### src/rtl/fetch_instr_queue.sv
// Decoupling FIFO between instruction fetch and decode: carries {pc, instr} pairs in order,
// stalls fetch when full, and empties on a redirect flush.
module fetch_instr_queue #(
    parameter int unsigned DEPTH     = 4,
    parameter int unsigned ADDR_W    = 2,
    parameter logic [31:0] NOP_INSTR = 32'h00000013
) (
    input  logic              clk,
    input  logic              reset,
    input  logic              flush,
    input  logic              in_valid,
    input  logic [31:0]       in_pc,
    input  logic [31:0]       in_instr,
    output logic              in_ready,
    output logic              fetch_stall,
    output logic              out_valid,
    output logic [31:0]       out_pc,
    output logic [31:0]       out_instr,
    input  logic              out_ready,
    output logic [ADDR_W:0]   count
);

    typedef struct packed {
        logic [31:0] pc;
        logic [31:0] instr;
    } entry_t;

    localparam logic [ADDR_W:0]   FULL_CNT = (ADDR_W + 1)'(DEPTH);
    localparam logic [ADDR_W-1:0] PTR_ONE  = ADDR_W'(1);
    localparam logic [ADDR_W:0]   CNT_ONE  = (ADDR_W + 1)'(1);

    entry_t            mem [DEPTH];
    logic [ADDR_W-1:0] wr_ptr;
    logic [ADDR_W-1:0] rd_ptr;
    logic              full;
    logic              empty;
    logic              push;
    logic              pop;
    entry_t            head;

    // Status and head presentation come only from registered state (no bypass).
    assign full        = (count == FULL_CNT);
    assign empty       = (count == '0);
    assign in_ready    = !full;
    assign fetch_stall = full;
    assign out_valid   = !empty;
    assign head        = mem[rd_ptr];
    assign out_pc      = empty ? 32'h0 : head.pc;
    assign out_instr   = empty ? NOP_INSTR : head.instr;

    assign push = in_valid && in_ready;
    assign pop  = out_valid && out_ready;

    // Pointer and occupancy update: reset > flush > push/pop.
    always_ff @(posedge clk) begin
        if (reset || flush) begin
            wr_ptr <= '0;
            rd_ptr <= '0;
            count  <= '0;
        end else begin
            if (push) wr_ptr <= wr_ptr + PTR_ONE;
            if (pop)  rd_ptr <= rd_ptr + PTR_ONE;
            case ({push, pop})
                2'b10:   count <= count + CNT_ONE;
                2'b01:   count <= count - CNT_ONE;
                default: count <= count;
            endcase
        end
    end

    // Payload storage needs no reset; stale slots are never presented.
    always_ff @(posedge clk) begin
        if (!reset && !flush && push) begin
            mem[wr_ptr] <= '{pc: in_pc, instr: in_instr};
        end
    end

endmodule
### config.mk
export PLATFORM = sky130hd
export DESIGN_NAME = fetch_instr_queue
export DESIGN_NICKNAME = d
export VERILOG_FILES = /design/src/rtl/fetch_instr_queue.sv
export SDC_FILE = /design/constraint.sdc
export NUM_CORES = 1
export LEC_CHECK = 0
export ABC_AREA = 1
export ABC_CLOCK_PERIOD_IN_PS = 6700
export CAP_MARGIN = 10
export CORE_ASPECT_RATIO = 1.2
export CORE_MARGIN = 2
export CORE_UTILIZATION = 56
export CTS_CLUSTER_SIZE = 16
export DETAILED_ROUTE_END_ITERATION = 10
export HOLD_SLACK_MARGIN = 0.15
export PLACE_DENSITY = 0.81
export SYNTH_ARGS = -nofsm -noshare
export SYNTH_HDL_FRONTEND = slang
export SYNTH_SLANG_ARGS = --single-unit
### constraint.sdc
create_clock -name clk -period 6.7 [get_ports clk]
set_input_delay 1.34 -clock clk [delete_from_list [all_inputs] [get_ports clk]]
set_output_delay 1.34 -clock clk [all_outputs]
set_load 0.05 [all_outputs]
### Yosys cells after proc, flatten, opt, wreduce, memory -nomap -nowiden

Memory sizes are Yosys's and may differ from the RTL's. A register that Yosys moved wholly into a read port is not among the register bits.
Cells that the tools add are included.

| storage, ports and cells | value |
|---|---|
| memories | 1 |
| logic and storage cells | 29 |
| output and inout bits | 70 |
| register bits after elaboration | 7 |
| input port bits | 69 |
| bits in writable memories | 256 |

| cells by class | value |
|---|---|
| equality and inequality tests | 3 |
| reduce and logical (&&, ||, !) cells | 11 |
| muxes and demuxes | 7 |
| add/sub/neg operators | 4 |

Memory list:

| memory | words | bits a word | rd ports | clocked after Yosys merged registers in | wr ports | RTL line | source |
|---|---|---|---|---|---|---|---|
| mem | 4 | 64 | 1 | 1 | 1 | 32 | `entry_t mem [DEPTH];` |

Operator list:

| operator | number |
|---|---|
| $mux W32 | 2 |
| $pmux W3 S2 | 1 |
| $add A2 B1 Y2 const B | 2 |
| $logic_and A1 B1 Y1 | 4 |
| $logic_not A1 Y1 | 4 |
| $mux W2 | 2 |
| $add A3 B1 Y3 const B | 1 |
| $eq A3 B3 Y1 const B | 1 |
| $logic_not A3 Y1 | 1 |
| $sub A3 B1 Y3 const B | 1 |
| $eq A2 B1 Y1 const B | 1 |
| $eq A2 B2 Y1 const B | 1 |
| $mux W1 | 2 |
| $reduce_bool A2 Y1 | 1 |
| $logic_or A1 B1 Y1 | 1 |

### Longest topological paths before layout

Gate-level depths: netlist of the first run.

| depth | value |
|---|---|
| word-level depth | 6 |
| gate-level depth with buffers | 14 |

### Worst setup path before layout of the first run

No wires, ideal clock.

| timing | value |
|---|---|
| kind | input to register |
| start | input flush |
| end | memory mem[0][0] (netlist bit) (enable) |
| required time | 6.213 ns |
| slack | 1.664 ns |
| cell stages on the path | 3 |
| arrival | 4.550 ns |
| cells stage by stage | nor2_1 > nand3_1 > nor2_1 |

| on the way | value |
|---|---|
| longest elaborated chain between the ends | 5 |

Ends and longest elaborated chain:

| item | RTL line | source |
|---|---|---|
| from (decl) | 10 | `input logic flush,` |
| $logic_not A1 Y1 | 73 | `if (!reset && !flush && push) begin` |
| $logic_and A1 B1 Y1 (2 in a row) | 73 |  |
| $mux W1 | 73 |  |
| $mux W1 (implied by the code) | 74 | `mem[wr_ptr] <= '{pc: in_pc, instr: in_instr};` |
| to (decl) | 32 |  |

Every way passes these cells.

==> flow_metrics.tcl, run 1 <==
set metrics [dict create \
    rows 55 \
    drv_slew 0 \
    crit_end "out_pc[12]" \
    syn_nets 958 \
    hp-class "reg2reg" \
    syn_area_per_cell_um2 12.0 \
    post_cts_resize_count 0 \
    worstPathMaxFanout 91 \
    synth_top_area_cell "edfxtp_1" \
    clk-insertion-delay-late_ns 0.53 \
    grt_usage_pct 22.0 \
    syn_area_mm2 0.0106 \
    clock_sinks 265 \
    nNetsFinal 1084 \
    cts_tree "yes" \
    grt_pass1_vias 6719 \
    n_fill_cell 1345 \
    overflow 0 \
    fmax_mhz 201 \
    ant_nets 0 \
    max-clock-path-buffers 3 \
    drtIter0Drc 601 \
    die_h_um 155 \
    die_area_mm2 0.0200 \
    synth_seq_area_share_pct 74.4 \
    synth.distinct_cells 22 \
    grt_max_degree 92 \
    maxSlewHeadroom_pct 35.5 \
    period_minus_slack_ns 4.96 \
    final_hold_viol_count 0 \
    r2r_start "count[0]" \
    synth_area_leaders "edfxtp_1 73%, nand2_1 9.0%, nor2_1 5.0%" \
    crit_arrival_ns 3.62 \
    initial_core_util_pct 56.5 \
    chipWidth_um 129 \
    yosysTopAreaCellShare_pct 72.7 \
    place.gp.congestion 0.769 \
    status "finished clean" \
    worstMarginPinSlew_ns 0.968 \
    skew_ns 0.0195 \
    synth_common_cells "256 x edfxtp_1, 255 x nand2_1, 140 x nor2_1" \
    hold_depth 2 \
    synth-async-reset-ratio_pct 0 \
    required_ns 5.36 \
    n_antenna_cell 0 \
    post_cts_buffers 0 \
    ios 139 \
    syn2layout_area_growth_pct 21.6 \
    syn_inst 883 \
    fin_setup_tns_ns 0 \
    cts_root_buffer "clkbuf_16" \
    drc 0 \
    coreArea_mm2 0.0187 \
    yosysWarningCount 0 \
    port_buffers 138 \
    rsz0062_at_grt "false" \
    critPathKind "reg2out" \
    vias 6827 \
    htree_num_levels 1 \
    powerDensity_mw_per_mm2 277 \
    wire_per_inst_um 17.2 \
    synth_edf_count 256 \
    firstDrtPassIters 5 \
    path_clk_slew_ns 0.06 \
    yosys_register_bits 265 \
    grt_pass1_wl_um 34400 \
    post-route-util_pct 68.7 \
    ff2ff_path_depth 9 \
    r2r-end "count[1]" \
    antenna_found_initial 0 \
    yosys_most_used_dff "edfxtp_1" \
    rrSetupSlack_ns 3.88 \
    hold_buffers 0 \
    drive_gt1_share_pct 5.65 \
    min_period_over_period_pct 74.1 \
    peakVddDrop_uv 258 \
    wirelength_um 22100 \
    worstSetupStartpointType "register" \
    p_leak_nw 4.65 \
    synth_most_common_cell "edfxtp_1" \
    cap_violations 0 \
    hpwlAfterDp_um 12500 \
    drt-vias-per-instance 5.32 \
    cp-end-kind "output port" \
    setup_viol 0 \
    numCtsBuffers 25 \
]
## state kept, by name (all words and copies together) (netlist names), named ones only
signal  cells
mem       256
count       3
wr_ptr      2
rd_ptr      2
## layout by cell type (no fill, tap or decap), types with 4 or more instances in the layout
| cell type | netlist | routed |
|---|---|---|
| clkbuf_1 | 10 | 4 |
| dfxtp_1 | 9 | 8 |
| clkinv_1 | 0 | 4 |
| buf_4 | 6 | 9 |
| nor2_1 | 140 | 136 |
| nand3_1 | 8 | 8 |
| nand2_1 | 255 | 255 |
| edfxtp_1 | 256 | 256 |
| a21oi_1 | 67 | 67 |
| o21ai_0 | 62 | 62 |
| nor2_4 | 0 | 4 |
| clkbuf_16 | 0 | 25 |
| ha_1 | 5 | 5 |
| clkdlybuf4s50_1 | 0 | 138 |
| clkinvlp_4 | 0 | 4 |
| inv_1 | 17 | 16 |
| clkinv_2 | 0 | 5 |
| o21ai_1 | 4 | 4 |
## logic make-up after synthesis
logic type,share of synthesized area (%)
AO/OA/AOI/OAI,6.51
adder cells (fa/ha/maj),0.781
buffers and inverters,3.55
flip-flops,74.4
AND/OR/NAND/NOR,14.8
## cell type report
cell class,count,area (µm²),share of cell area [%]
Clock inverter,16,139,1.08
Inverter,19,76.3,0.593
Multi-Input combinational cell,551,2370,18.4
Sequential cell,265,7870,61.2
Tap cell,256,320,2.49
Clock buffer,29,641,4.98
Timing Repair Buffer,147,1450,11.3
## where the power goes
part,internal [W],switching [W],total (W),leakage [nW]
Clock,0.000763,0.000589,0.00135,0.372
Combinational,0.000119,0.000248,0.000366,1.89
Sequential,0.00184,0.00000872,0.00185,2.39
## per-layer routing
layer / share of wire [%] / vias up / GRT usage (%)
met5: 0 / - / 0
met4: 2.3 / 0 / 6.76
met3: 6.2 / 40 / 3.01
met2: 52 / 236 / 38.7
met1: 40 / 3278 / 28.5
li1: - / 3273 / -
## critical path: stages (launching register included)
cell and delay, ns:
dfxtp_4 0.52, inv_4 0.74, buf_4 0.48, nand2_1 0.10, nand2_1 0.09, nand2_1 0.06, a21oi_1 0.24, clkdlybuf4s50_1 0.85
## worst min-delay path by stage
stage	start	end
2_1_floorplan	rd_ptr[0]	register
3_3_place_gp	rd_ptr[0]	rd_ptr[0]
3_5_place_dp	rd_ptr[0]	register
4_1_cts	rd_ptr[0]	register
5_1_grt	rd_ptr[0]	register
6_report	rd_ptr[0]	register
## through the flow
step / area (µm²) / setup slack [ns] / hold WS [ns] / total power, W / std cells
6_report: 12900 / 1.74 / 0.510 / 0.00356 / 1283
5_1_grt: 12900 / 1.52 / 0.530 / 0.00368 / 1283
4_1_cts: 12900 / 1.76 / 0.516 / 0.00359 / 1283
3_5_place_dp: 12100 / 2.32 / 0.487 / 0.00225 / 1238
3_3_place_gp: 12100 / 2.35 / 0.463 / 0.00224 / 1238
2_1_floorplan: 10600 / 1.66 / 0.448 / 0.00210 / 883
(Power assumes the default switching activity.)
==> run 2: changes to the inputs <==
- ABC_CLOCK_PERIOD_IN_PS: 6700 -> 4400
- CORE_UTILIZATION: 56 -> 50
- PLACE_DENSITY: 0.81 -> 0.76
- clock period: 6.7 -> 4.4 ns (I/O delays scaled with it)
==> flow_metrics.tcl, run 2 (synthesis results as in run 1) <==
set metrics [dict create \
    status "finished clean" \
    dpl.cell_count 1257 \
    grt_max_degree 129 \
    hold_buffers 0 \
    ios 139 \
    worstSetupStartpointType "register" \
    post-place-ws_ns 1.08 \
    ant_nets 0 \
    nNetsFinal 1089 \
    coreArea_mm2 0.0209 \
    clk-insertion-delay-late_ns 0.51 \
    finalNonFillerCells 1302 \
    port_buffers 138 \
    chipWidth_um 137 \
    fmax_mhz 261 \
    place.gp.congestion 0.769 \
    critPathKind "reg2out" \
    drc 0 \
    drt-vias-per-instance 5.24 \
    clock_sinks 265 \
    post_cts_resize_count 0 \
    wirelength_um 21900 \
    worstMarginPinSlew_ns 0.861 \
    rows 58 \
    required_ns 3.52 \
    grt_pass1_wl_um 34000 \
    largestRegisters "mem (256), count (3)" \
    overflow 0 \
    worstPathMaxFanout 82 \
    drv_slew 0 \
    holdWs_ns 0.494 \
    largest_reg_flops 256 \
    min_period_over_period_pct 86.9 \
    max_stage_delay_ns 0.83 \
    hpwlAfterDp_um 12800 \
    initial_core_util_pct 50.6 \
    cts_tree "yes" \
    hp-class "reg2reg" \
    final_common_cell "edfxtp_1" \
    cp_slowest_cell "clkdlybuf4s50_1" \
    numCtsBuffers 25 \
    post-route-util_pct 62.0 \
    crit_arrival_ns 2.94 \
    regMostFlops "mem" \
    setup_ws_ns 0.576 \
    n_antenna_cell 0 \
    period_minus_slack_ns 3.82 \
    p_leak_nw 4.68 \
    post_cts_buffers 0 \
    rrSetupSlack_ns 1.89 \
    peakVddDrop_uv 318 \
    maxSlewHeadroom_pct 42.6 \
    setup_viol 0 \
    cp-end-kind "output port" \
    cap_violations 0 \
    rsz0062_at_grt "false" \
    wire_per_inst_um 16.8 \
    vias 6822 \
    cts_root_buffer "clkbuf_16" \
    fin_setup_tns_ns 0 \
    firstDrtPassIters 6 \
    final_cell_mix "256 x edfxtp_1, 255 x nand2_1, 138 x clkdlybuf4s50_1, 136 x nor2_1, 67 x a21oi_1" \
    htree_num_levels 1 \
    powerDensity_mw_per_mm2 413 \
    drive_gt1_share_pct 5.91 \
    antenna_found_initial 1 \
    max-clock-path-buffers 3 \
    skew_ns 0.00723 \
    die_h_um 163 \
    die_area_mm2 0.0223 \
    final_hold_viol_count 0 \
    grt_usage_pct 19.7 \
    grt_pass1_vias 6845 \
    worstPathCellList "inv_4 > buf_4 > nand2_1 > a21oi_1 > clkdlybuf4s50_1" \
    path_clk_slew_ns 0.06 \
    drtIter0Drc 642 \
    syn2layout_area_growth_pct 22.5 \
]
-- run 2: per-layer routing --
metal / part of all wire, % / global-route usage [%] / vias to the layer above / wire (µm)
li1: - / - / 3292 / -
met1: 38 / 23.6 / 3233 / 8320
met2: 53 / 35.8 / 241 / 11500
met3: 6.4 / 3.35 / 54 / 1400
met4: 2.8 / 6.61 / 2 / 605
met5: 0.073 / 0 / - / 16
-- run 2: area by class of cell --
type | instances | area, µm²
clock buffer | 28 | 637
clock inverter | 17 | 120
fill | 1600 | 7940
inverter | 19 | 76.3
multi-input combinational | 551 | 2370
sequential | 265 | 7870
tap | 270 | 338
timing repair buffer | 152 | 1550
-- run 2: through the flow --
step,total power [W],cell area (µm²)
2_1_floorplan,0.00319,10600
3_3_place_gp,0.00343,12200
3_5_place_dp,0.00343,12200
4_1_cts,0.00538,13000
5_1_grt,0.00552,13000
6_report,0.00535,13000
-- run 2: where the power goes --
group / internal, W / leakage [nW] / total, W / switching, W
clock network: 0.00110 / 0.367 / 0.00198 / 0.000874
registers: 0.00280 / 2.39 / 0.00281 / 0.00000831
logic: 0.000187 / 1.93 / 0.000570 / 0.000382
total: 0.00409 / 4.68 / 0.00535 / 0.00126
-- run 2: worst paths after layout --
kind	start	to	cells after the start
worst max-delay path	register	out_pc[31]	5
worst min-delay path	rd_ptr[0]	register	2
worst max register to register	count[0]	count[1]	9
worst min register to register	rd_ptr[0]	register	2
-- run 2: critical path, delay by kind of cell, from the launching register on --
kind            cells  cell delay, ns
simple gates        1            0.09
buf+inv             3            1.79
compound gates      1            0.18
flops               1            0.33
